**src/rtl/burst_rr_arbiter.sv**
```systemverilog
// Burst round-robin arbiter.
// Grants one requester at a time for a tenure of up to MAX_BURST beats,
// then rotates priority starting just after the previous owner. A stall
// freezes the whole arbiter. Grant is registered, so a request seen on
// one edge produces its grant on the outputs after that edge.
module burst_rr_arbiter #(
  parameter int CLIENTS   = 8,
  parameter int MAX_BURST = 4,
  localparam int IDW      = (CLIENTS > 1) ? $clog2(CLIENTS) : 1,
  localparam int BW       = (MAX_BURST > 0) ? $clog2(MAX_BURST + 1) : 1
) (
  input  logic               clock,
  input  logic               reset,
  input  logic [CLIENTS-1:0] request,
  input  logic               stall,
  output logic [CLIENTS-1:0] grant,
  output logic               grant_valid,
  output logic [IDW-1:0]     grant_id,
  output logic [BW-1:0]      beat_count
);

  typedef enum logic {
    ST_IDLE = 1'b0,
    ST_BUSY = 1'b1
  } state_e;

  // Beat index at which the tenure ends and the arbiter must rotate.
  localparam logic [BW-1:0]      BEAT_LAST  = BW'(MAX_BURST - 1);
  localparam logic [CLIENTS-1:0] GRANT_ONE  = CLIENTS'(1);
  // Out of reset the pointer sits on the last client so client 0 wins first.
  localparam logic [IDW-1:0]     LAST_RESET = IDW'(CLIENTS - 1);

  state_e               state_q, state_d;
  logic [CLIENTS-1:0]   grant_q, grant_d;
  logic [IDW-1:0]       owner_q, owner_d;
  logic [IDW-1:0]       last_q,  last_d;
  logic [BW-1:0]        beat_q,  beat_d;

  // Round-robin search results.
  logic [IDW-1:0]       search_ptr;
  logic                 pick_found;
  logic [IDW-1:0]       pick_id;

  // State register: synchronous reset overrides stall and any tenure.
  always_ff @(posedge clock) begin
    // NOTE: every register in a clocked block uses <=, so all of them update
    // from the same pre-edge values and the order of statements is irrelevant.
    if (reset) begin
      state_q <= ST_IDLE;
      grant_q <= '0;
      owner_q <= '0;
      last_q  <= LAST_RESET;
      beat_q  <= '0;
    end else begin
      state_q <= state_d;
      grant_q <= grant_d;
      owner_q <= owner_d;
      last_q  <= last_d;
      beat_q  <= beat_d;
    end
  end

  // Round-robin search: ptr+1, ptr+2, ... wrapping, with ptr itself last.
  // While BUSY the pointer is the current owner, which becomes last_owner
  // on the same edge the new selection is taken.
  always_comb begin
    int             cand;
    logic [IDW-1:0] cand_id;
    // NOTE: every variable written here gets a default first, so no path
    // leaves a value unassigned and no latch is inferred.
    cand       = 0;
    cand_id    = '0;
    pick_found = 1'b0;
    pick_id    = '0;
    search_ptr = (state_q == ST_BUSY) ? owner_q : last_q;
    for (int k = 0; k < CLIENTS; k++) begin
      cand = int'(search_ptr) + 1 + k;
      if (cand >= CLIENTS) begin
        cand = cand - CLIENTS;
      end
      cand_id = IDW'(cand);
      if (!pick_found && request[cand_id]) begin
        pick_found = 1'b1;
        pick_id    = cand_id;
      end
    end
  end

  // Next-state: start, continue or rotate a tenure, or hold under stall.
  always_comb begin
    state_d = state_q;
    grant_d = grant_q;
    owner_d = owner_q;
    last_d  = last_q;
    beat_d  = beat_q;
    unique case (state_q)
      ST_IDLE: begin
        if (!stall && pick_found) begin
          state_d = ST_BUSY;
          grant_d = GRANT_ONE << pick_id;
          owner_d = pick_id;
          beat_d  = '0;
        end
      end
      ST_BUSY: begin
        if (!stall) begin
          if (request[owner_q] && (beat_q < BEAT_LAST)) begin
            // Owner keeps the bus for another beat.
            beat_d = beat_q + 1'b1;
          end else begin
            // Tenure over: rotate priority and hand over without a bubble.
            last_d = owner_q;
            beat_d = '0;
            if (pick_found) begin
              grant_d = GRANT_ONE << pick_id;
              owner_d = pick_id;
            end else begin
              state_d = ST_IDLE;
              grant_d = '0;
              owner_d = '0;
            end
          end
        end
      end
      default: begin
        state_d = ST_IDLE;
        grant_d = '0;
        owner_d = '0;
        beat_d  = '0;
      end
    endcase
  end

  // Outputs: all driven straight from registers.
  always_comb begin
    grant       = grant_q;
    grant_valid = |grant_q;
    grant_id    = owner_q;
    beat_count  = beat_q;
  end

endmodule

```
**config.mk**
```make
export PLATFORM = sky130hd
export DESIGN_NAME = burst_rr_arbiter
export DESIGN_NICKNAME = d
export VERILOG_FILES = /design/src/rtl/burst_rr_arbiter.sv
export SDC_FILE = /design/constraint.sdc
export NUM_CORES = 1
export LEC_CHECK = 0
export CORE_MARGIN = 2
export CORE_UTILIZATION = 29
export DETAILED_ROUTE_END_ITERATION = 6
export PLACE_DENSITY_LB_ADDON = 0.1
export REMOVE_ABC_BUFFERS = 1
export SYNTH_ARGS = -nofsm -noshare
export SYNTH_HDL_FRONTEND = slang
export SYNTH_SLANG_ARGS = --single-unit
```
**constraint.sdc**
```tcl
create_clock -name clock -period 9.05 [get_ports clock]
set_input_delay 1.81 -clock clock [delete_from_list [all_inputs] [get_ports clock]]
set_output_delay 1.81 -clock clock [all_outputs]
set_load 0.02 [all_outputs]
```
==> results of run 1 <==
[state kept, by name (all words and copies together) (netlist names)]
| name | count |
|---|---|
| grant | 8 |
| beat_count | 3 |
| grant_id | 3 |
| last_q | 3 |
| state_q | 1 |
[worst reg2reg max path: stages, from the launching register on]
cell	delay, ps
dfxtp_1	540
mux2i_4	920
ha_1	740
mux2_2	440
mux2_1	300
mux2i_1	440
o311ai_2	360
nor4_4	410
o31a_1	210
and2_1	350
a22o_1	200
[worst paths after layout]
kind | start | to | slack, ps
max | state_q | grant[2] | 4090
max reg2reg | state_q | grant[2] | 4090
min | grant[5] | grant[5] | 480
min reg2reg | grant[5] | grant[5] | 480
[cells in the final DEF (no fill, tap or decap), drive strengths merged, types with 3 or more instances in the layout]
cell	netlist	layout
a211oi	3	3
a21oi	7	7
a22oi	4	4
clkbuf	5	4
clkdlybuf4s50	0	25
dfxtp	18	18
ha	3	3
inv	6	6
mux2	10	10
mux2i	32	32
mux4	5	5
nand2	18	18
nand3	5	5
nor2	12	12
nor3	6	6
nor3b	3	3
nor4	9	9
o211ai	3	3
o21ai	9	9
o22ai	3	3
or3	3	3
xnor2	4	4
[per-layer routing]
| layer | wire length, um | GRT usage, % | up-vias |
|---|---|---|---|
| met2 | 2250 | 20.5 | 40 |
| met3 | 177 | 2.36 | 4 |
| met5 | 0 | 0 | - |
| met4 | 34 | 1.73 | 0 |
| met1 | 2290 | 20.0 | 805 |
| li1 | - | - | 841 |
[metrics by stage]
step	hold WS, ps	util [%]	cells
floorplan	443	-	197
global placement	464	34.5	300
detailed placement	468	34.5	300
CTS	489	35.3	304
global route	509	35.3	304
finish	480	35.3	304
[power by group through the flow]
stage	registers, mW	logic (mW)	clock network, mW
floorplan	0.146	0.488	0
global placement	0.130	0.686	0
detailed placement	0.130	0.672	0
CTS	0.128	0.676	0.0679
global route	0.131	0.736	0.0698
finish	0.127	0.676	0.0649
[cell families after synthesis]
kind of cell	count (synthesis)	share of synthesized area (%)
XOR/XNOR	7	4.39
AND/OR/NAND/NOR	64	19.4
AO/OA/AOI/OAI	51	20.6
flip-flops	18	19.1
adder cells (fa/ha/maj)	3	1.99
buffers and inverters	18	4.65
multiplexers	47	29.8
[final cells by class]
class                           instances  share of cell area, %
Sequential cell                        18                   16.2
Multi-Input combinational cell        172                   64.3
Clock buffer                            4                   2.47
Inverter                                7                   1.18
Tap cell                               77                   4.32
Timing Repair Buffer                   26                   11.6
==> results.sh, run 1 <==
export IMPL_status="finished clean"
export IMPL_yosysTopAreaCellShare_pct=19.1
export IMPL_clock_path_buffers=2
export IMPL_setup_viol=0
export IMPL_clock_latency_ps=250
export IMPL_syn_inst=208
export IMPL_fmax_mhz=202
export IMPL_p_seq_share_pct=14.6
export IMPL_ff2ff_path_depth=10
export IMPL_die_y_um=84.6
export IMPL_finalPower_mw=0.868
export IMPL_ys_warn_count=0
export IMPL_io_pins=26
export IMPL_grt_pass1_wl_um=7960
export IMPL_maxCapViolations=0
export IMPL_irDropWorstVdd_v=0.000102
export IMPL_gp_congestion=0.775
export IMPL_seq_area_frac_synth_pct=19.1
export IMPL_area_growth_pct=18.5
export IMPL_grt_max_degree=29
export IMPL_crit_buf_inv=0
export IMPL_netlist_top_cells_count="31 x mux2i_1, 18 x dfxtp_1, 17 x nand2_1"
export IMPL_synth_ff_type="dfxtp_1"
export IMPL_drt_iter0_drc=118
export IMPL_relSlewSlack_pct=30.0
export IMPL_cp_max_fo=28
export IMPL_totalWireLength_um=4760
export IMPL_io_buffer_count=25
export IMPL_arrival_ps=5150
export IMPL_dieArea_um2=7150
export IMPL_postCtsHoldBufs=0
export IMPL_vias=1690
export IMPL_vias_per_cell=5.56
export IMPL_start_kind="flop"
export IMPL_crit_slowest_cell="mux2i_4"
export IMPL_p_leak_nw=0.836
export IMPL_critical_path_top_delay_family="multiplexers"
export IMPL_multi_input_area_um2=1440
export IMPL_post_cts_buffers=0
export IMPL_dp_hpwl_um=3640
export IMPL_die_w_um=84.6
export IMPL_hold_depth=2
export IMPL_clock_sinks=18
export IMPL_critPathCaptureType="flop"
export IMPL_floorplan_initialDensity_pct=29.8
export IMPL_final_area_um2=2230
export IMPL_tightest_slew_ps=1030
export IMPL_cts_resized=0
export IMPL_std_cell_rows=29
export IMPL_clock_skew_final_ps=4.84
export IMPL_regArea_um2=360
export IMPL_nFillCells=664
export IMPL_hp_class="reg -> reg"
export IMPL_numCtsBuffers=3
export IMPL_grtUsageTotal_pct=13.3
export IMPL_synth_top_area_cell="dfxtp_1"
export IMPL_slowest_delay_ps=920
export IMPL_place_ws_ps=4150
export IMPL_wl_per_cell_um=15.6
export IMPL_cts_tree="built"
export IMPL_coreArea_um2=6310
export IMPL_grt_pass1_vias=1530
export IMPL_grt_ovfl_total=0
export IMPL_htree_num_levels=1
export IMPL_synth_edf_count=0
export IMPL_period_share_pct=54.8
export IMPL_finalHoldViolCount=0
export IMPL_yosysMostFrequentCell="mux2i_1"
export IMPL_drv_slew=0
export IMPL_drtAntennaViolNets=0
export IMPL_path_clk_slew_ps=70
export IMPL_clockRootBuffer="clkbuf_8"
export IMPL_ys_top_cells_by_area="dfxtp_1 19%, mux2i_1 16%, mux4_2 6.0%"
export IMPL_timing_setup_tns_ps=0
export IMPL_nNetsFinal=242
export IMPL_diodes=0
export IMPL_placed_area_um2=2180
export IMPL_switching_power_mw=0.433
export IMPL_pwr_share_comb_pct=77.9
export IMPL_p_int_mw=0.435
export IMPL_required_ps=9240
export IMPL_p_sw_share_pct=49.9
export IMPL_synth_cell_types=64
export IMPL_pwr_density_cell_nw_per_um2=389
export IMPL_p_clk_share_pct=7.5
export IMPL_firstDrtPassIters=4
export IMPL_drive_above_1_share_pct=14.1
export IMPL_period_minus_slack_ps=4960
export IMPL_synth_area_um2=1880
export IMPL_criticalPathCategory="reg -> reg"
export IMPL_avgSynthCellArea_um2=9.05
export IMPL_crit_cells=10
export IMPL_synthArstFlopShare_pct=0
export IMPL_fin_ws_ps=4090
export IMPL_ys_seq_elements=18
export IMPL_rsz0062_at_grt="no"
export IMPL_drc=0
export IMPL_antenna_found_initial=0
export IMPL_worstPathCellList="mux2i_4 -> ha_1 -> mux2_2 -> mux2_1 -> mux2i_1 -> o311ai_2 -> nor4_4 -> o31a_1 -> and2_1 -> a22o_1"
Note: power is estimated with default switching activity, not from simulation.
==> run 2, diff against run 1 <==
- clock period: 9.05 -> 4.4 ns (I/O delays scaled with it)
==> run 2 against run 1 <==
Final cell count grew 2.6%; via count grew 1.9%; count of clock-buffer cells in the layout is the same; critical path depth grew 2; register-to-register slack lost 3800 ps.
==> results.sh, run 2 (synthesis gave the netlist of run 1 again) <==
export IMPL_grtUsageTotal_pct=14.6
export IMPL_die_w_um=84.6
export IMPL_critPathCaptureType="flop"
export IMPL_vias_per_cell=5.52
export IMPL_cts_resized=0
export IMPL_irDropWorstVdd_v=0.000314
export IMPL_grt_max_degree=26
export IMPL_tightest_slew_ps=644
export IMPL_clock_skew_final_ps=2.98
export IMPL_drtAntennaViolNets=0
export IMPL_hp_class="reg -> reg"
export IMPL_arrival_ps=4270
export IMPL_status="finished clean"
export IMPL_io_buffer_count=25
export IMPL_drv_slew=0
export IMPL_required_ps=4600
export IMPL_rsz0062_at_grt="no"
export IMPL_p_leak_nw=0.880
export IMPL_grt_pass1_wl_um=8540
export IMPL_grt_ovfl_total=0
export IMPL_drt_iter0_drc=100
export IMPL_antenna_found_initial=0
export IMPL_period_minus_slack_ps=4070
export IMPL_dieArea_um2=7150
export IMPL_die_y_um=84.6
export IMPL_area_growth_pct=22.1
export IMPL_cts_tree="built"
export IMPL_firstDrtPassIters=6
export IMPL_final_cell_mix="31 x mux2i_1, 25 x clkdlybuf4s50_1, 18 x dfxtp_1, 17 x nand2_1, 12 x nor2_1"
export IMPL_finalHoldViolCount=0
export IMPL_clock_sinks=18
export IMPL_clock_path_buffers=2
export IMPL_coreArea_um2=6310
export IMPL_totalWireLength_um=5130
export IMPL_clockRootBuffer="clkbuf_8"
export IMPL_grt_pass1_vias=1640
export IMPL_fmax_mhz=246
export IMPL_final_common_cell="mux2i_1"
export IMPL_timing_setup_tns_ps=0
export IMPL_finalPower_mw=1.86
export IMPL_setup_viol=0
export IMPL_std_cell_rows=29
export IMPL_largest_reg_flops=8
export IMPL_postCtsHoldBufs=0
export IMPL_clock_latency_ps=250
export IMPL_maxCapViolations=0
export IMPL_start_kind="flop"
export IMPL_wl_per_cell_um=16.4
export IMPL_post_cts_buffers=0
export IMPL_drc=0
export IMPL_gp_congestion=0.836
export IMPL_hold_slack_ps=473
export IMPL_pwr_density_cell_nw_per_um2=810
export IMPL_htree_num_levels=1
export IMPL_diodes=0
export IMPL_cp_max_fo=14
export IMPL_period_share_pct=92.5
export IMPL_drive_above_1_share_pct=17.4
export IMPL_path_clk_slew_ps=70
export IMPL_io_pins=26
export IMPL_dp_hpwl_um=3990
export IMPL_relSlewSlack_pct=57.0
export IMPL_vias=1722
export IMPL_numCtsBuffers=3
export IMPL_nNetsFinal=250
export IMPL_floorplan_initialDensity_pct=29.8
export IMPL_criticalPathCategory="reg -> reg"
-- run 2: cell count changes in the layout (fill, tap and decap cells not counted), sizes merged --
cell,previous run,this run
buf,1,9
-- run 2: worst paths after layout --
path | from | end | slack [ps] | cells past startpoint
worst max-delay path | state_q | grant[0] | 330 | 12
worst min-delay path | grant[5] | grant[5] | 470 | 2
worst max register to register | state_q | grant[0] | 330 | 12
worst min register to register | grant[5] | grant[5] | 470 | 2
-- run 2: layer usage --
| metal | GRT usage, % | vias to the layer above | part of all wire [%] |
|---|---|---|---|
| li1 | - | 860 | - |
| met1 | 20.8 | 814 | 49 |
| met2 | 22.8 | 42 | 45 |
| met3 | 2.06 | 6 | 3.7 |
| met4 | 4.76 | 0 | 1.4 |
| met5 | 0 | - | 0 |
-- run 2: where the power goes --
group	internal [mW]	total (mW)	switching [mW]
Combinational	0.658	1.47	0.816
Sequential	0.208	0.252	0.0434
Clock	0.0795	0.136	0.0566
-- run 2: layout make-up --
| type | count | area, um2 |
|---|---|---|
| multi-input combinational | 172 | 1440 |
| inverter | 7 | 26.3 |
| timing repair buffer | 34 | 318 |
| sequential | 18 | 360 |
| tap | 77 | 96.3 |
| clock buffer | 4 | 55.1 |
| fill | 663 | 4020 |
-- run 2: worst max-delay path: stages, from the launching register on --
cell and delay [ps]:
dfxtp_1 530, mux2i_1 440, inv_1 240, ha_1 450
buf_4 250, clkinv_1 120, mux4_2 490, nor3_2 310
or2b_1 260, a31oi_1 220, o22ai_2 130, nor3_2 330
a32o_1 220
-- run 2: metrics by stage --
step	worst slack, ps	utilization, %	cell area, um2	cells
after detailed placement	391	35.4	2240	308
after CTS	388	36.3	2290	312
after global placement	366	35.4	2240	308
after floorplan	329	-	1820	197
final	331	36.4	2300	312
after global routing	0.658	36.4	2300	312
==> run 3, diff against run 2 <==
- CTS_CLUSTER_SIZE: default -> 12
==> results of run 3 <==
The final DEF is identical to that of run 2; final timing and power are the same.
